`src/rtl/crosshair_datapath_if.sv`:
```
// Movement command bus between the movement FSM (master) and the crosshair datapath (slave).
// Also carries the VGA plot port and the hit-detection position.
interface crosshair_datapath_if #(
  parameter int unsigned XW = 8,
  parameter int unsigned YW = 7
);
  logic [3:0]    STATE;
  logic          doneDrawing;
  logic [XW-1:0] vga_x;
  logic [YW-1:0] vga_y;
  logic [2:0]    colour;
  logic          plot;
  logic [XW-1:0] pos_x;
  logic [YW-1:0] pos_y;

  modport master (
    output STATE,
    input  doneDrawing, vga_x, vga_y, colour, plot, pos_x, pos_y
  );

  modport slave (
    input  STATE,
    output doneDrawing, vga_x, vga_y, colour, plot, pos_x, pos_y
  );
endinterface

```
`src/rtl/crosshair_datapath.sv`:
```
// Crosshair datapath: executes movement-FSM commands, holds the window position and sweeps a
// BOXxBOX window one pixel per cycle to erase (CLEAR) or plot (DRAW) the crosshair.
module crosshair_datapath #(
  parameter int unsigned SCREEN_W = 160,
  parameter int unsigned SCREEN_H = 120,
  parameter int unsigned BOX      = 8,
  parameter int unsigned STEP     = 4,
  parameter int unsigned START_X  = 76,
  parameter int unsigned START_Y  = 56,
  parameter logic [2:0]  FG       = 3'b111,
  parameter logic [2:0]  BG       = 3'b000
) (
  input logic            clk,
  input logic            reset,
  crosshair_datapath_if.slave bus
);

  localparam int unsigned XW = 8;
  localparam int unsigned YW = 7;
  localparam int unsigned CW = $clog2(BOX * BOX);
  localparam int unsigned HW = $clog2(BOX);

  localparam logic [3:0] CMD_CLEAR = 4'b0001;
  localparam logic [3:0] CMD_LEFT  = 4'b0011;
  localparam logic [3:0] CMD_RIGHT = 4'b0010;
  localparam logic [3:0] CMD_DOWN  = 4'b0110;
  localparam logic [3:0] CMD_UP    = 4'b0111;
  localparam logic [3:0] CMD_DRAW  = 4'b0101;

  localparam logic [CW-1:0] LAST_PIX = CW'(BOX * BOX - 1);
  localparam logic [HW-1:0] MID      = HW'(BOX / 2);
  localparam logic [XW-1:0] MAX_X    = XW'(SCREEN_W - BOX);
  localparam logic [YW-1:0] MAX_Y    = YW'(SCREEN_H - BOX);

  typedef enum logic [1:0] {IDLE, SWEEP, DONE} state_t;

  state_t        state;
  logic [3:0]    prev_cmd;
  logic [3:0]    sweep_cmd;
  logic [CW-1:0] cnt;
  logic [XW-1:0] pos_x;
  logic [YW-1:0] pos_y;
  logic [XW-1:0] vga_x;
  logic [YW-1:0] vga_y;
  logic [2:0]    colour;
  logic          plot;

  logic          entry_c;
  logic          start_c;
  logic [3:0]    pix_cmd_c;
  logic [CW-1:0] pix_c;
  logic [HW-1:0] pix_col_c;
  logic [HW-1:0] pix_row_c;
  logic          pix_on_c;
  logic [XW:0]   right_c;
  logic [YW:0]   down_c;

  // A new CLEAR/DRAW command starts (or restarts) a sweep from pixel 0 in any state.
  assign entry_c   = (bus.STATE != prev_cmd);
  assign start_c   = entry_c && ((bus.STATE == CMD_CLEAR) || (bus.STATE == CMD_DRAW));
  assign pix_cmd_c = start_c ? bus.STATE : sweep_cmd;
  assign pix_c     = start_c ? '0 : cnt + CW'(1);
  assign pix_col_c = pix_c[HW-1:0];
  assign pix_row_c = pix_c[CW-1:HW];
  assign pix_on_c  = (pix_cmd_c == CMD_CLEAR) || (pix_col_c == MID) || (pix_row_c == MID);

  // One bit of headroom so the clamp sees the true sum.
  assign right_c = {1'b0, pos_x} + (XW+1)'(STEP);
  assign down_c  = {1'b0, pos_y} + (YW+1)'(STEP);

  always_ff @(posedge clk or posedge reset) begin
    if (reset) begin
      state     <= IDLE;
      prev_cmd  <= 4'b0000;
      sweep_cmd <= 4'b0000;
      cnt       <= '0;
      pos_x     <= XW'(START_X);
      pos_y     <= YW'(START_Y);
      vga_x     <= '0;
      vga_y     <= '0;
      colour    <= 3'b000;
      plot      <= 1'b0;
    end else begin
      prev_cmd <= bus.STATE;

      if (start_c) begin
        state     <= SWEEP;
        cnt       <= '0;
        sweep_cmd <= bus.STATE;
        plot      <= pix_on_c;
        vga_x     <= pos_x + XW'(pix_col_c);
        vga_y     <= pos_y + YW'(pix_row_c);
        colour    <= (pix_cmd_c == CMD_CLEAR) ? BG : FG;
      end else begin
        case (state)
          SWEEP: begin
            if (entry_c) begin
              state <= IDLE;
              plot  <= 1'b0;
            end else if (cnt == LAST_PIX) begin
              state <= DONE;
              plot  <= 1'b0;
            end else begin
              cnt    <= pix_c;
              plot   <= pix_on_c;
              vga_x  <= pos_x + XW'(pix_col_c);
              vga_y  <= pos_y + YW'(pix_row_c);
              colour <= (pix_cmd_c == CMD_CLEAR) ? BG : FG;
            end
          end
          DONE: begin
            if (entry_c) state <= IDLE;
          end
          default: state <= IDLE;
        endcase
      end

      // Exactly one step per command entry, saturating at the screen edges.
      if (entry_c) begin
        case (bus.STATE)
          CMD_LEFT:  pos_x <= (pos_x < XW'(STEP)) ? '0 : pos_x - XW'(STEP);
          CMD_RIGHT: pos_x <= (right_c > (XW+1)'(MAX_X)) ? MAX_X : right_c[XW-1:0];
          CMD_UP:    pos_y <= (pos_y < YW'(STEP)) ? '0 : pos_y - YW'(STEP);
          CMD_DOWN:  pos_y <= (down_c > (YW+1)'(MAX_Y)) ? MAX_Y : down_c[YW-1:0];
          default:   ;
        endcase
      end
    end
  end

  // Done is qualified by the live command so it drops the moment the FSM moves on.
  assign bus.doneDrawing = (state == DONE) && (bus.STATE == sweep_cmd);
  assign bus.vga_x       = vga_x;
  assign bus.vga_y       = vga_y;
  assign bus.colour      = colour;
  assign bus.plot        = plot;
  assign bus.pos_x       = pos_x;
  assign bus.pos_y       = pos_y;

endmodule

```
`src/flat_wrapper.sv`:
```
// flat-port wrapper written by rule: the top's interface ports become plain ports
module crosshair_datapath_flat 
#(
  parameter int unsigned SCREEN_W = 160,
  parameter int unsigned SCREEN_H = 120,
  parameter int unsigned BOX      = 8,
  parameter int unsigned STEP     = 4,
  parameter int unsigned START_X  = 76,
  parameter int unsigned START_Y  = 56,
  parameter logic [2:0]  FG       = 3'b111,
  parameter logic [2:0]  BG       = 3'b000
)
  (clk, reset, bus_STATE, bus_doneDrawing, bus_vga_x, bus_vga_y, bus_colour, bus_plot, bus_pos_x, bus_pos_y);
  crosshair_datapath_if bus_i ();
  input logic clk;
  input logic reset;
  input wire logic [$bits(bus_i.STATE)-1:0] bus_STATE;
  output wire logic [$bits(bus_i.doneDrawing)-1:0] bus_doneDrawing;
  output wire logic [$bits(bus_i.vga_x)-1:0] bus_vga_x;
  output wire logic [$bits(bus_i.vga_y)-1:0] bus_vga_y;
  output wire logic [$bits(bus_i.colour)-1:0] bus_colour;
  output wire logic [$bits(bus_i.plot)-1:0] bus_plot;
  output wire logic [$bits(bus_i.pos_x)-1:0] bus_pos_x;
  output wire logic [$bits(bus_i.pos_y)-1:0] bus_pos_y;
  assign bus_i.STATE = bus_STATE;
  assign bus_doneDrawing = bus_i.doneDrawing;
  assign bus_vga_x = bus_i.vga_x;
  assign bus_vga_y = bus_i.vga_y;
  assign bus_colour = bus_i.colour;
  assign bus_plot = bus_i.plot;
  assign bus_pos_x = bus_i.pos_x;
  assign bus_pos_y = bus_i.pos_y;
  crosshair_datapath #(.SCREEN_W(SCREEN_W), .SCREEN_H(SCREEN_H), .BOX(BOX), .STEP(STEP), .START_X(START_X), .START_Y(START_Y), .FG(FG), .BG(BG)) u_core (.clk(clk), .reset(reset), .bus(bus_i));
endmodule
```
`config.mk`:
```
export PLATFORM = sky130hd
export DESIGN_NAME = crosshair_datapath_flat
export DESIGN_NICKNAME = d
export VERILOG_FILES = /design/src/rtl/crosshair_datapath_if.sv /design/src/rtl/crosshair_datapath.sv /design/src/flat_wrapper.sv
export SDC_FILE = /design/constraint.sdc
export NUM_CORES = 1
export LEC_CHECK = 0
export ABC_CLOCK_PERIOD_IN_PS = 2550
export BUFFER_PORTS_ARGS = -buffer_cell sky130_fd_sc_hd__buf_2
export CAP_MARGIN = 10
export CELL_PAD_IN_SITES_DETAIL_PLACEMENT = 1
export CELL_PAD_IN_SITES_GLOBAL_PLACEMENT = 1
export CORE_UTILIZATION = 45
export CTS_CLUSTER_DIAMETER = 80
export DETAILED_ROUTE_END_ITERATION = 10
export PLACE_DENSITY = 0.83
export SLEW_MARGIN = 20
export SYNTH_ARGS = -nofsm -noshare
export SYNTH_HDL_FRONTEND = slang
export SYNTH_SLANG_ARGS = --single-unit
```
`constraint.sdc`:
```
create_clock -name clk -period 2.55 [get_ports clk]
set_input_delay 0.255 -clock clk [delete_from_list [all_inputs] [get_ports clk]]
set_output_delay 0.255 -clock clk [all_outputs]
set_load 0.1 [all_outputs]
```
# After elaboration in Yosys (flattened, before gate mapping)
# Index checks and enable logic that the tools add are counted.
# W data, S select, Z words.
[op_classes]
n_eq_ne = 18
addsub = 7
mux = 34
magnitude_cmp = 4
reduce_logical = 12
[op_table]
columns = ["cell", "n"]
rows = [
  ["$mux W8", 6],
  ["$mux W7", 6],
  ["$mux W6", 5],
  ["$pmux W8 S2", 1],
  ["$mux W3", 5],
  ["$pmux W7 S2", 1],
  ["$eq A4 B3 Y1 const B", 3],
  ["$add A8 B3 Y9 const B", 1],
  ["$gt A9 B8 Y1 const B", 1],
  ["$add A7 B3 Y8 const B", 1],
  ["$add A8 B3 Y8", 1],
  ["$eq A4 B1 Y1 const B", 2],
  ["$eq A4 B2 Y1 const B", 2],
  ["$gt A8 B7 Y1 const B", 1],
  ["$lt A8 B3 Y1 const B", 1],
  ["$mux W2", 4],
  ["$sub A8 B3 Y8 const B", 1],
  ["$add A7 B3 Y7", 1],
  ["$lt A7 B3 Y1 const B", 1],
  ["$sub A7 B3 Y7 const B", 1],
  ["$add A6 B1 Y6 const B", 1],
  ["$eq A3 B3 Y1 const B", 2],
  ["$eq A6 B6 Y1 const B", 1],
  ["$reduce_and A2 Y1", 3],
  ["15 further kinds", 23],
]
[word_totals]
elab_cells = 85
register_bits = 50
output_inout_bits = 35
input_bits = 6

# Logic depth before layout (Yosys ltp)
# Gate-level depths: netlist of run 1.
[logic_depth]
ltp_word = 11
depth_mapped = 12
ltp_nobuf = 10

# Least setup slack after synthesis of run 1
# OpenSTA, ideal clock, no wires.
[synth_path]
kind = "input port to output port"
start = "in bus_STATE[3]"
end = "out bus_doneDrawing"
path_buffers = 1
arrival_time_ns = 3.478
path_stages = 3
required_ns = 2.295
path_slack_ns = -1.183
path_cell_list = "buf_6 xor2_1 nor4_1"
[synth_via]
elab_chain_len = 2
[synth_lines]
columns = ["item", "line", "source"]
rows = [
  ["start, declared", "flat_wrapper.sv:17", "input wire logic [$bits(bus_i.STATE)-1:0] bus_STATE;"],
  ["$eq A4 B4 Y1", "crosshair_datapath.sv:132", "assign bus.doneDrawing = (state == DONE) && (bus.STATE == sweep_cmd);"],
  ["$logic_and A1 B1 Y1", "crosshair_datapath.sv:132", ""],
  ["end, declared", "flat_wrapper.sv:18", "output wire logic [$bits(bus_i.doneDrawing)-1:0] bus_doneDrawing;"],
]
# Every way passes these cells.

# Worst setup path after layout of run 1
[layout_path]
start = "reg u_core.prev_cmd[3]"
end = "reg u_core.vga_x[7], in the netlist u_core.bus.vga_x[7]"
[layout_via]
elab_chain_len = 8
elab_cells_between_ends = 12
cone_classes = "1 x add/sub; 3 x eq/ne; 5 x mux; 3 x reduce/logical"
[layout_lines]
columns = ["item", "line", "source"]
rows = [
  ["start, declared", "crosshair_datapath.sv:38", "logic [3:0] prev_cmd;"],
  ["start signal, assigned", "crosshair_datapath.sv:84", "prev_cmd <= bus.STATE;"],
  ["$ne A4 B4 Y1 (*)", "crosshair_datapath.sv:59", "assign entry_c = (bus.STATE != prev_cmd);"],
  ["$logic_and A1 B1 Y1", "crosshair_datapath.sv:60", "assign start_c = entry_c && ((bus.STATE == CMD_CLEAR) || (bus.STATE == CMD_DRAW));"],
  ["$mux W6", "crosshair_datapath.sv:62", "assign pix_c = start_c ? '0 : cnt + CW'(1);"],
  ["$add A8 B3 Y8", "crosshair_datapath.sv:91, crosshair_datapath.sv:106", ""],
  ["$mux W8", "crosshair_datapath.sv:100", "end else if (cnt == LAST_PIX) begin"],
  ["$mux W8", "crosshair_datapath.sv:97", "if (entry_c) begin"],
  ["$mux W8", "crosshair_datapath.sv:95", "case (state)"],
  ["$mux W8", "crosshair_datapath.sv:86", "if (start_c) begin"],
  ["end signal, assigned", "crosshair_datapath.sv:91", "vga_x <= pos_x + XW'(pix_col_c);"],
  ["end signal, assigned", "crosshair_datapath.sv:106", "vga_x <= pos_x + XW'(pix_col_c);"],
  ["end, declared", "crosshair_datapath.sv:43", "logic [XW-1:0] vga_x;"],
]
# Every way passes the cells marked *; elsewhere a longest branch is shown, timed or not. The select of a mux whose other input is x is not followed.
# A chain may end at the register's enable or synchronous reset.

==> metrics.cfg, run 1 <==
[setup_path]
r2r-end=u_core.bus.vga_x[7]$_DFFE_PP0P_
max_stage_delay_ns=0.43
reg2reg_from=u_core.prev_cmd[3]$_DFF_PP0_
startpoint=u_core.prev_cmd[3]$_DFF_PP0_
start_kind=flip-flop
ff2ff_path_depth=9
crit_chain=xor2_4 -> nor4_4 -> nor2_2 -> nor2b_1 -> ha_1 -> nand4_1 -> nor2_1 -> xnor2_1 -> a21oi_2
worstSetupPathType=reg2reg
cp-endpoint=u_core.bus.vga_x[7]$_DFFE_PP0P_
crit_slowest_cell=dfrtp_1
worstPathMaxFanout=8
endpoint_kind=flip-flop
crit_arrival_ns=2.37
critPathRequiredTime_ns=2.72
reg2reg_slack_ns=0.35

[timing]
skew_ns=0.00530
drv_slew=0
max_clock_freq_mhz=454
fin_ws_ns=0.347
rsz0062_at_grt=false
fin_crit_ns=2.20
setup_viol_count_final=0
relSlewSlack_pct=63.6
fin_tns_setup_ns=0
post-route-period-util_pct=86.4
tightestPinTransition_ns=0.546
hold_viol=0

[detailed_routing]
wl_um=6830
wl_per_cell_um=16.8
via_per_inst=5.65
first_pass_iters=4
vias=2292
drtIter0Drc=129
drc=0
detail-route-antenna-nets=0

[synthesis]
synth_area_um2=2940
yosys-top-cells-area=dfrtp_1 30%, dfstp_2 5.4%, xnor2_1 3.9%
ys.flop_type=dfrtp_1
yosysUniqueCellTypes=64
yosysTopAreaCell=dfrtp_1
yosys-top-cells-count=35 x dfrtp_1, 19 x nand3_1, 19 x nor2_1
asyncSetResetFlopFracSynth_pct=100
ys_seq_elements=41
synth_edf_count=0
yosysTopAreaCellShare_pct=29.8
synth.avg_cell_area_um2=9.82
yosysSeqAreaShare_pct=35.2
synthCells=299
ys_warn_count=0
synth.most_common_cell=dfrtp_1

[placement]
place_congestion=0.853
dpl_worst_slack_ns=0.293
dp.final_hpwl_um=5120
port_buffers=36

[die]
die_h_um=82.8
die_w_um=82.8
num_rows=29
dieArea_um2=6850
start_util_pct=46.5
core_area_um2=6310
io_pins=41

[layout]
drive_gt1_share_pct=29.8
antenna_cells=0
area_delta_synth_final_pct=8.82
num-nets-final=343
utilization_pct=50.6
n_fill_cell=749

[run]
cap_violations=0

[global_route]
grt_overflow_total=0
track_usage_pct=21.9
grt_pass1_wl_um=11200
grt_max_degree=42
antenna_found_initial=0
grt_pass1_vias=2256

[cts]
root_buffer=clkbuf_8
cts_buffers=5
cts_resized=0
clockBufferDepth=2
worstSkewPairLatency_ns=0.30
cts_tree=built
h-tree-depth=2
cts_setup_buffers=0
cts_hold_buf=0
cts.clk_slew.worst_paths_ns=0.08
clock_sinks=41

[min_path]
hold_class=in2async

[power_and_ir_drop]
powerDensity_nw_per_um2=1230
ir_worst_vdd_v=0.000875
power_w=0.00394
p_leak_nw=1.38

[outcome]
status=complete, no violations

-- state kept, by name, indices dropped and copies added, names as in the netlist --
signal             count
u_core.bus.colour      1
u_core.bus.plot        1
u_core.bus.pos_x       6
u_core.bus.pos_y       5
u_core.bus.vga_x       8
u_core.bus.vga_y       6
u_core.cnt             4
u_core.prev_cmd        4
u_core.state           2
u_core.sweep_cmd       4
-- worst min-delay path by stage --
stage / end / slack [ns]
6_report: u_core.bus.pos_y[6]$_DFFE_PP0P_ / 0.07
5_1_grt: u_core.bus.pos_y[6]$_DFFE_PP0P_ / 0.16
4_1_cts: u_core.bus.pos_y[6]$_DFFE_PP0P_ / 0.1
3_5_place_dp: u_core.bus.pos_y[6]$_DFFE_PP0P_ / 0.43
3_3_place_gp: u_core.bus.pos_y[2]$_DFFE_PP0P_ / 0.42
2_1_floorplan: u_core.prev_cmd[0]$_DFF_PP0_ / 0.29
-- critical path, delay by kind of cell, from the launching register on --
kind,cells,cell delay (ns)
simple gates,5,0.94
fa+ha+maj,1,0.26
xor+xnor,2,0.36
flops,1,0.43
compound gates,1,0.08
-- layer usage --
layer,up-vias,track usage (%),share of wire [%]
met5,-,0,0
met4,0,5.69,0.86
met3,7,3.63,3.6
met2,56,37.1,50
met1,1136,28.7,45
li1,1093,-,-
-- report_power, final --
part	leakage, nW	switching, W	total, W	internal (W)
logic	0.836	0.00184	0.00237	0.000529
clock network	0.0450	0.000234	0.000424	0.000190
registers	0.494	0.000296	0.00114	0.000846
total	1.38	0.00237	0.00394	0.00157
-- final cells by class --
cell class | count | area, µm² | area share [%]
clock inverter | 2 | 10.0 | 0.313
clock buffer | 6 | 72.6 | 2.27
multi-input combinational | 224 | 1690 | 53.0
inverter | 11 | 41.3 | 1.29
timing repair buffer | 45 | 248 | 7.76
tap | 77 | 96.3 | 3.02
sequential | 41 | 1030 | 32.4
-- placed cells by master (no fill, tap or decap), types with 6 or more instances in the layout --
cell     synthesis  final
buf_4            9      9
dfrtp_1         35     35
xor2_1          11     11
nand3_1         19     19
nor2_2           9      9
buf_2            1     36
o21ai_0          8      8
nor3_1           7      7
inv_1           11     11
ha_1             9      9
a21oi_1         15     15
nand2_1         17     17
nor2_1          19     19
xnor2_1         13     13
dfstp_2          6      6
a21oi_2          6      6
-- logic make-up (layout without fill, tap and decap cells) --
| logic type | after synthesis | count (layout) | share of synthesized area [%] |
|---|---|---|---|
| simple gates | 114 | 114 | 23.6 |
| xor+xnor | 28 | 28 | 10.9 |
| other cells | 1 | 5 | 0.128 |
| buf+inv | 38 | 64 | 8.44 |
| mux | 8 | 8 | 3.58 |
| fa+ha+maj | 10 | 10 | 4.18 |
| compound gates | 59 | 59 | 14.0 |
| flops | 41 | 41 | 35.2 |
-- stage by stage --
step	area [µm²]	hold WS (ns)	cells
after floorplan	2970	0.286	303
after global placement	3110	0.420	398
after detailed placement	3110	0.428	398
after CTS	3190	0.0985	406
after global routing	3190	0.156	406
final	3190	0.0715	406
Power figures use the tool's default switching activity.
==> inputs of run 2 (changes only) <==
- REMOVE_ABC_BUFFERS: not set -> 1
==> run 2 against run 1 <==
  * First-iteration DRC count shrank 38%
  * Clock skew rose by 0.0055 ns
  * Register-to-register slack about the same
  * Fmax up 0.25%
  * Critical endpoint unchanged
  * Flip-flop and latch count is the same
  * Global-route usage fell by 0.70 points
==> metrics.cfg, run 2 (synthesized netlist as in run 1, its figures left out) <==
[min_path]
hold_class=in2async  ; unchanged

[setup_path]
cp.depth=9  ; unchanged
worstPathMaxFanout=6  ; was 8
ff2ff_path_depth=9  ; unchanged
cp_top_family=simple AND/OR/NAND/NOR gates  ; unchanged
critPathRequiredTime_ns=2.74  ; was 2.72 ns
reg2reg_slack_ns=0.35  ; about the same
crit_chain=xor2_4 -> nor4_4 -> nor2_2 -> nor2b_1 -> ha_1 -> nand4_1 -> nor2_1 -> xnor2_1 -> a21oi_2  ; unchanged
crit_buf_inv=0  ; unchanged
endpoint_kind=flip-flop  ; unchanged
startpoint=u_core.prev_cmd[3]$_DFF_PP0_  ; unchanged
start_kind=flip-flop  ; unchanged
worstSetupPathType=reg2reg  ; unchanged
crit_arrival_ns=2.39  ; was 2.37 ns
reg2reg_from=u_core.prev_cmd[3]$_DFF_PP0_  ; unchanged
crit_slowest_cell=dfrtp_1  ; unchanged
r2r-end=u_core.bus.vga_x[7]$_DFFE_PP0P_  ; unchanged
cp-endpoint=u_core.bus.vga_x[7]$_DFFE_PP0P_  ; unchanged
max_stage_delay_ns=0.43  ; about the same

[layout]
drive_gt1_share_pct=29.8  ; unchanged
largest_reg_flops=8  ; unchanged
top_regs=u_core.bus.vga_x: 8 flops, u_core.bus.pos_x: 6 flops, u_core.bus.vga_y: 6 flops  ; unchanged
num-nets-final=343  ; unchanged
fin_cells=406  ; unchanged
area_delta_synth_final_pct=9.59  ; was 8.82%
layout_common_cells=36 x buf_2, 35 x dfrtp_1, 19 x nor2_1, 19 x nand3_1, 17 x nand2_1  ; unchanged
antenna_cells=0  ; unchanged
layout_commonest_cell=buf_2  ; unchanged
largest_register=u_core.bus.vga_x  ; unchanged

[timing]
fin_tns_setup_ns=0  ; unchanged
setup_viol_count_final=0  ; unchanged
hold_viol=0  ; unchanged
drv_slew=0  ; unchanged
skew_ns=0.0108  ; was 0.00530 ns
max_clock_freq_mhz=455  ; was 454 MHz
fin_crit_ns=2.20  ; about the same
tightestPinTransition_ns=0.537  ; was 0.546 ns
post-route-period-util_pct=86.2  ; was 86.4%
hold_slack_ns=0.0671  ; was 0.0715 ns
relSlewSlack_pct=63.5  ; was 63.6%
rsz0062_at_grt=false  ; unchanged

[die]
num_rows=29  ; unchanged
die_w_um=82.8  ; unchanged
die_h_um=82.8  ; unchanged
io_pins=41  ; unchanged
core_area_um2=6310  ; unchanged
dieArea_um2=6850  ; unchanged
start_util_pct=46.5  ; unchanged

[detailed_routing]
wl_per_cell_um=16.4  ; was 16.8 µm
first_pass_iters=4  ; unchanged
wl_um=6670  ; was 6830 µm
vias=2276  ; was 2,292
detail-route-antenna-nets=0  ; unchanged
drtIter0Drc=80  ; was 129
drc=0  ; unchanged
via_per_inst=5.61  ; was 5.65

[outcome]
status=complete, no violations  ; unchanged

[cts]
cts_tree=built  ; unchanged
cts_resized=0  ; unchanged
worstSkewPairLatency_ns=0.30  ; about the same
clockBufferDepth=2  ; unchanged
cts_buffers=5  ; unchanged
cts_setup_buffers=0  ; unchanged
clock_sinks=41  ; unchanged
root_buffer=clkbuf_8  ; unchanged
cts_hold_buf=0  ; unchanged
cts.clk_slew.worst_paths_ns=0.08  ; about the same
h-tree-depth=2  ; unchanged

[power_and_ir_drop]
powerDensity_nw_per_um2=1260  ; was 1230 nW/µm²
p_leak_nw=1.39  ; was 1.38 nW
ir_worst_vdd_v=0.00107  ; was 0.000875 V

[placement]
port_buffers=36  ; unchanged
dp.final_hpwl_um=4890  ; was 5120 µm
place_congestion=0.828  ; was 0.853
dp_cells=398  ; unchanged

[global_route]
grt_max_degree=42  ; unchanged
grt_pass1_wl_um=10900  ; was 11,200 µm
antenna_found_initial=0  ; unchanged
grt_overflow_total=0  ; unchanged
grt_pass1_vias=2225  ; was 2,256
track_usage_pct=21.2  ; was 21.9%

[run]
cap_violations=0  ; unchanged

==> run 2: area by class of cell <==
type,instances,area (µm²)
clock buffers,6,82.6
clock inverters,2,37.5
fillers,770,3100
inverters,11,41.3
multi-input cells,224,1680
flip-flops and latches,41,1030
well taps,77,96.3
repair buffers,45,248
==> run 2: how the worst min path moves through the flow <==
stage,endpoint,startpoint,cells after the start
floorplan,u_core.prev_cmd[0]$_DFF_PP0_,bus_STATE[0],0
global placement,u_core.bus.vga_y[2]$_DFFE_PP0P_,reset,3
detailed placement,u_core.bus.vga_y[2]$_DFFE_PP0P_,reset,3
CTS,u_core.bus.vga_y[2]$_DFFE_PP0P_,reset,3
global route,u_core.bus.pos_y[6]$_DFFE_PP0P_,reset,3
finish,u_core.bus.vga_y[3]$_DFFE_PP0P_,reset,3
==> run 2: routing by layer <==
| metal | track usage (%) | up-vias | routed length, µm |
|---|---|---|---|
| met5 | 0 | - | 0 |
| met4 | 4.14 | 0 | 48 |
| met3 | 3.63 | 6 | 151 |
| met2 | 35.2 | 30 | 3330 |
| met1 | 28.9 | 1143 | 3140 |
| li1 | - | 1097 | - |
==> run 2: worst register-to-register path, delay by kind of cell (launching register included) <==
| family | cells | cell delay [ns] |
|---|---|---|
| DFF | 1 | 0.43 |
| AOI/OAI and AO/OA | 1 | 0.08 |
| and+or+nand+nor | 5 | 0.96 |
| xor gates and xnor gates | 2 | 0.37 |
| adders and majority gates | 1 | 0.25 |
==> run 2: stage by stage <==
stage,cell area [µm²],setup WS [ns],util (%),power (W)
final,3220,0.353,51.0,0.00405
after global routing,3220,0.217,51.0,0.00427
after CTS,3220,0.315,51.0,0.00407
after detailed placement,3100,0.304,49.0,0.00350
after global placement,3100,0.395,49.0,0.00345
after floorplan,2740,-1.16,-,0.00306
==> run 2: power breakdown <==
group	internal, W	switching [W]	total [W]	leakage, nW
logic	0.000524	0.00181	0.00234	0.834
clock network	0.000319	0.000241	0.000559	0.0574
registers	0.000846	0.000307	0.00115	0.494
total	0.00169	0.00236	0.00405	1.39
